$ cat src/rtl/pad_scan_pkg.sv
// Shared types for the pad-matrix scan controller: scan FSM states and the
// press/release event word carried through the event FIFO.
package pad_scan_pkg;
  localparam int ROWS = 8;
  localparam int COLS = 4;
  localparam int EV_W = 6;

  typedef enum logic [2:0] {IDLE, BLANK, SETTLE, SAMPLE, EMIT} scan_state_e;

  typedef struct packed {
    logic [2:0] row;
    logic [1:0] col;
    logic       press;
  } pad_ev_t;
endpackage

$ cat src/rtl/pad_event_fifo.sv
// Event FIFO with valid/ready pop. Head word is read straight from the
// storage flops, so it holds steady while the consumer stalls.
module pad_event_fifo #(
  parameter int DEPTH = 8,
  parameter int W     = 6
) (
  input  logic         gclk,
  input  logic         grst_n,
  input  logic         push,
  input  logic [W-1:0] wdata,
  input  logic         pop,
  output logic [W-1:0] rdata,
  output logic         full,
  output logic         empty
);
  localparam int AW = $clog2(DEPTH);

  logic [DEPTH-1:0][W-1:0] mem;
  logic [AW-1:0]           wp, rp;
  logic [AW:0]             cnt;
  logic                    do_pop, do_push;

  assign empty   = (cnt == '0);
  assign full    = (cnt == (AW+1)'(DEPTH));
  assign do_pop  = pop & ~empty;
  // a pop in the same cycle frees the slot a full-FIFO push needs
  assign do_push = push & (~full | do_pop);
  assign rdata   = mem[rp];

  always_ff @(posedge gclk) begin
    if (!grst_n) begin
      mem <= '0;
      wp  <= '0;
      rp  <= '0;
      cnt <= '0;
    end else begin
      if (do_push) begin
        mem[wp] <= wdata;
        wp      <= wp + 1'b1;
      end
      if (do_pop) rp <= rp + 1'b1;
      cnt <= cnt + (AW+1)'(do_push) - (AW+1)'(do_pop);
    end
  end
endmodule

$ cat src/rtl/pad_scan_ctrl.sv
// Row-scan controller: drives the row decoder, debounces the 32 pads row by
// row and queues press/release events for the consumer.
module pad_scan_ctrl
  import pad_scan_pkg::*;
#(
  parameter int SETTLE_CYC = 16,
  parameter int DEB_CNT    = 3,
  parameter int FIFO_DEPTH = 8
) (
  input  logic                 CLK,
  input  logic                 nRST,
  input  logic                 En,
  output logic [2:0]           RowSel,
  output logic                 RowEn,
  input  logic [COLS-1:0]      Sense,
  output logic                 EvValid,
  input  logic                 EvReady,
  output logic [4:0]           EvCode,
  output logic                 EvPress,
  output logic [ROWS*COLS-1:0] PadState,
  output logic                 Overrun
);
  localparam int SW = $clog2(SETTLE_CYC);

  scan_state_e                    state, nstate;
  logic [2:0]                     row_q, row_sel_q;
  logic [SW-1:0]                  set_cnt;
  logic [1:0]                     col_q;
  logic [COLS-1:0]                chg_q, flip, mis;
  logic [COLS-1:0][2:0]           cnt_nx;
  logic [ROWS*COLS-1:0]           pad_q;
  logic [ROWS*COLS-1:0][2:0]      deb_q;
  logic                           overrun_q;
  logic                           set_done, ev_push, ev_full, ev_empty;
  pad_ev_t                        ev_in, ev_head;

  assign set_done = (set_cnt == SW'(SETTLE_CYC - 1));

  // Per-column debounce step for the pad of the row being sampled.
  for (genvar c = 0; c < COLS; c++) begin : g_col
    logic [4:0] idx;
    logic [2:0] inc;
    assign idx       = {row_q, 2'(c)};
    assign inc       = deb_q[idx] + 3'd1;
    assign mis[c]    = Sense[c] ^ pad_q[idx];
    assign flip[c]   = mis[c] & (inc == 3'(DEB_CNT));
    assign cnt_nx[c] = (mis[c] & ~flip[c]) ? inc : 3'd0;
  end

  always_ff @(posedge CLK) begin
    if (!nRST) state <= IDLE;
    else       state <= nstate;
  end

  always_comb begin
    nstate = state;
    unique case (state)
      IDLE:    if (En) nstate = BLANK;
      BLANK:   nstate = En ? SETTLE : IDLE;
      SETTLE:  if (set_done) nstate = SAMPLE;
      SAMPLE:  nstate = EMIT;
      EMIT:    if (col_q == 2'd3) nstate = BLANK;
      default: nstate = IDLE;
    endcase
  end

  always_comb begin
    RowEn   = 1'b0;
    ev_push = 1'b0;
    unique case (state)
      SETTLE, SAMPLE: RowEn = 1'b1;
      EMIT:           ev_push = chg_q[col_q];
      default:        ;
    endcase
  end

  always_ff @(posedge CLK) begin
    if (!nRST) begin
      row_q     <= '0;
      row_sel_q <= '0;
      set_cnt   <= '0;
      col_q     <= '0;
      chg_q     <= '0;
      pad_q     <= '0;
      deb_q     <= '0;
      overrun_q <= 1'b0;
    end else begin
      unique case (state)
        // RowSel only moves on the way into SETTLE, so an idle scan keeps the last row
        BLANK: if (En) begin
          row_sel_q <= row_q;
          set_cnt   <= '0;
        end
        SETTLE: set_cnt <= set_cnt + 1'b1;
        SAMPLE: begin
          col_q <= '0;
          chg_q <= flip;
          for (int c = 0; c < COLS; c++) begin
            deb_q[{row_q, 2'(c)}] <= cnt_nx[c];
            pad_q[{row_q, 2'(c)}] <= pad_q[{row_q, 2'(c)}] ^ flip[c];
          end
        end
        EMIT: begin
          col_q <= col_q + 1'b1;
          if (col_q == 2'd3) row_q <= row_q + 3'd1;
        end
        default: ;
      endcase
      if (ev_push && ev_full && !(EvValid && EvReady)) overrun_q <= 1'b1;
    end
  end

  assign ev_in = '{row: row_q, col: col_q, press: pad_q[{row_q, col_q}]};

  pad_event_fifo #(.DEPTH(FIFO_DEPTH), .W(EV_W)) u_fifo (
    .gclk   (CLK),
    .grst_n (nRST),
    .push   (ev_push),
    .wdata  (ev_in),
    .pop    (EvReady),
    .rdata  (ev_head),
    .full   (ev_full),
    .empty  (ev_empty)
  );

  assign RowSel   = row_sel_q;
  assign EvValid  = ~ev_empty;
  assign EvCode   = {ev_head.row, ev_head.col};
  assign EvPress  = ev_head.press;
  assign PadState = pad_q;
  assign Overrun  = overrun_q;
endmodule
$ cat config.mk
export PLATFORM = sky130hd
export DESIGN_NAME = pad_scan_ctrl
export DESIGN_NICKNAME = d
export VERILOG_FILES = /design/src/rtl/pad_scan_pkg.sv /design/src/rtl/pad_event_fifo.sv /design/src/rtl/pad_scan_ctrl.sv
export SDC_FILE = /design/constraint.sdc
export NUM_CORES = 1
export LEC_CHECK = 0
export CORE_MARGIN = 1.5
export CORE_UTILIZATION = 54
export DETAILED_ROUTE_END_ITERATION = 8
export PLACE_DENSITY = 0.88
export REMOVE_ABC_BUFFERS = 1
export SYNTH_ARGS = -nofsm -noshare
export SYNTH_HDL_FRONTEND = slang
export SYNTH_SLANG_ARGS = --single-unit
$ cat constraint.sdc
create_clock -name CLK -period 2.9 [get_ports CLK]
set_clock_uncertainty 0.2 [all_clocks]
set_input_delay 0.725 -clock CLK [delete_from_list [all_inputs] [get_ports CLK]]
set_output_delay 0.725 -clock CLK [all_outputs]
set_load 0.05 [all_outputs]
==> results.md, run 1 <==
* CP bufs+invs at 2
* Clk slew on worst S/H paths at 0.07 ns
* R2R Path Start: row_q[0]$_SDFFE_PN0P_
* Share of cells above drive strength 1 at 19.7%
* CTS tree: done
* Synth warn at 0
* Unrepaired setup endpoints after global routing: yes
* Hold path start: deb_q[83]$_SDFFE_PN0P_
* CP max FO at 7
* Failing checks: DRC, setup timing
* Post-synthesis cell count at 1033
* Worst endpoint required time at 1.98 ns
* Post-route core utilization at 65.6%
* Worst slew pin tran at 0.693 ns
* H-tree Lvls at 1
* Critical path, cell by cell: buf_12 -> mux4_2 -> mux2_4 -> buf_6
* Max-cap violations at 0
* Max incr delay on CP at 0.56 ns
* CP Launch Type: flip-flop
* First-pass GRT wire length at 46.1 mm
* Detail Placement HPWL at 19.2 mm
* Initial core utilization at 55.3%
* Placed cell area at 11000 sq um
* Gp weighted congestion at 0.933
* Critical Path AT at 2.07 ns
* Fin crit share at 103%
* Peak supply drop at 0.000493 V
* Largest net degree at the start of global routing at 83
* Status: finished with violations
* Seq/Total Area, Yosys at 41.2%
* Asr flop ratio synth at 0%
* Setup TNS Final at -0.302 ns
* Ports at 52
* Worst Setup SP: u_fifo.rp[0]$_SDFFE_PN0N_
* Drt wl/cell at 21.8 microns
* Post-synth EDFFs at 0
* Fin. Hold Viols at 0
* Pleak at 4.05 nW
* Height of the die at 139 microns
* Commonest non-fill, non-tap cell in the layout: dfxtp_1
* Ys flop type: dfxtp_1
* Area grow syn2layout at 18.6%
* Post-CTS Hold Buffers at 0
* Router iterations before antenna repair at 9
* CTS Buffer Depth at 3
* Hold WC Path Type: reg -> reg
* Pins Over Slew Limit at 0
* Fmax achieved at 334 MHz
* Global Route Usage Sum at 29.8%
* Final setup viols at 7
* Post-synthesis cell type count at 63
* DR DRC count at 4
* Crit Path Category: reg -> out
* Initial antenna violation count at 0
* Slew HR at 53.5%
* ANT cells at 0
* Vias/cell at 6.57
* WL final at 29.4 mm
* Post-route cell area at 11900 sq um
* Largest delay share family, worst path: multiplexers
* Clk root buf: clkbuf_16
* Chip Width at 139 microns
* Mapped Area at 10000 sq um
* CORE AREA at 18100 sq um
* Starting DRT DRC Count at 1018
* Insertion delay to the later sink of the worst-skew pair at 0.51 ns
* Routed Antenna Nets at 0
* Total CTS buffers at 21
* Commonest cells after routing, fill and taps aside: dfxtp_1 (202), nand3_1 (135), nand2_1 (84)
* Num Clock Sinks at 206
* Row count at 49
* Post-Syn Area per Cell at 9.69 sq um
* GR Overflow Total at 0
* Worst Slack Setup Final at -0.0946 ns
* Port Buffers at 51
* Crit-path slowest cell: mux4_2
* NumNets Final at 1130
* Number of global-route vias before repair at 8695
* CP endpoint kind: output pin
* Vias at 8845
* Cell area power density at 525 nW/um^2
* Die area at 19400 sq um
* Seq cells post-synth at 206
* Fin crit period at 2.99 ns
## final timing paths
| kind | slack (ns) | end | cells after the start |
|---|---|---|---|
| worst max register to register | -0.01 | PadState[7]$_SDFFE_PN0P_ | 9 |
| worst min register to register | 0.27 | deb_q[83]$_SDFFE_PN0P_ | 2 |
| worst min-delay path | 0.27 | deb_q[83]$_SDFFE_PN0P_ | 2 |
| worst max-delay path | -0.09 | EvCode[2] | 4 |
## where the power goes
group	total (mW)	leakage, nW	internal [mW]	switching, mW
combinational	0.663	2.06	0.306	0.356
sequential	2.91	1.66	2.87	0.0367
clock	2.66	0.331	1.51	1.15
## cell families after synthesis
family | share of synthesized area (%)
buffers and inverters | 4.55
AND/OR/NAND/NOR | 19.3
AO/OA/AOI/OAI | 15.8
adder cells (fa/ha/maj) | 2.58
multiplexers | 15.0
flip-flops | 41.2
XOR/XNOR | 1.56
## metal layers
layer / global-route usage [%] / wire, microns / vias up
li1: - / - / 3904
met1: 35.9 / 10600 / 4175
met2: 49.7 / 13600 / 589
met3: 6.84 / 3250 / 177
met4: 15.7 / 1900 / 0
met5: 0 / 0 / -
## layout make-up
class / instances / area [sq um]
Fill cell: 1298 / 6210
Multi-Input combinational cell: 726 / 5510
Sequential cell: 206 / 4140
Timing Repair Buffer: 127 / 1190
Clock buffer: 29 / 586
Tap cell: 229 / 287
Clock inverter: 9 / 82.6
Inverter: 20 / 82.6
## sequential cells by signal (all words and copies together), names as in the netlist
signal	count
Overrun	1
PadState	32
RowSel	3
chg_q	4
col_q	2
deb_q	96
row_q	3
set_cnt	4
state	3
u_fifo.cnt	4
u_fifo.mem	48
u_fifo.rp	3
u_fifo.wp	3
## worst min-delay path, delay by kind of cell, from the launching register on
kind	cells	cell delay, ns
AOI/OAI and AO/OA	1	0.07
DFF	1	0.31
and+or+nand+nor	1	0.04
## synthesized netlist by cell type (4+ instances only)
master / number / area [sq um]
mux2_2: 11 / 124
a21oi_1: 16 / 80.1
ha_1: 19 / 238
nand3_1: 136 / 681
nor3_1: 11 / 55.1
mux2i_1: 62 / 621
o21ai_0: 81 / 405
a21boi_0: 32 / 240
o31ai_1: 17 / 128
o21a_1: 6 / 45.0
buf_1: 10 / 37.5
o31ai_2: 8 / 100
nor2b_1: 46 / 288
dfxtp_1: 206 / 4120
o311ai_0: 6 / 52.6
o21ai_2: 8 / 70.1
buf_6: 6 / 67.6
nand2b_1: 13 / 81.3
inv_1: 19 / 71.3
nor2_1: 21 / 78.8
and2_1: 14 / 87.6
mux4_2: 33 / 743
o211ai_1: 19 / 143
nand2_1: 84 / 315
buf_2: 19 / 95.1
o22ai_1: 10 / 62.6
a221o_1: 4 / 40.0
xnor2_1: 8 / 70.1
a221oi_1: 10 / 87.6
clkbuf_1: 44 / 165
## stage by stage
stage / worst slack [ns] / hold WS (ns) / power (mW) / cells
floorplan: -1.26 / 0.238 / 3.35 / 952
global placement: 0.0905 / 0.250 / 3.55 / 1303
detailed placement: -0.00711 / 0.256 / 3.57 / 1303
CTS: -0.0641 / 0.265 / 6.23 / 1344
global route: -0.113 / 0.291 / 6.42 / 1346
finish: -0.0946 / 0.266 / 6.23 / 1346
## timing repair
item | CTS | global route
buffers inserted | 2 | 2
pin swaps | 2 | 2
gates cloned | 1 | 0
gates resized for setup | 19 | 24
setup endpoints to repair | 24 | 97
Note: power is estimated with default switching activity, not from simulation.
==> run 2: changes to the inputs <==
Settings changed: GPL_ROUTABILITY_DRIVEN set to 0.
==> results of run 2 <==
Same layout as run 1: the final DEF is identical, and so are final timing and power.
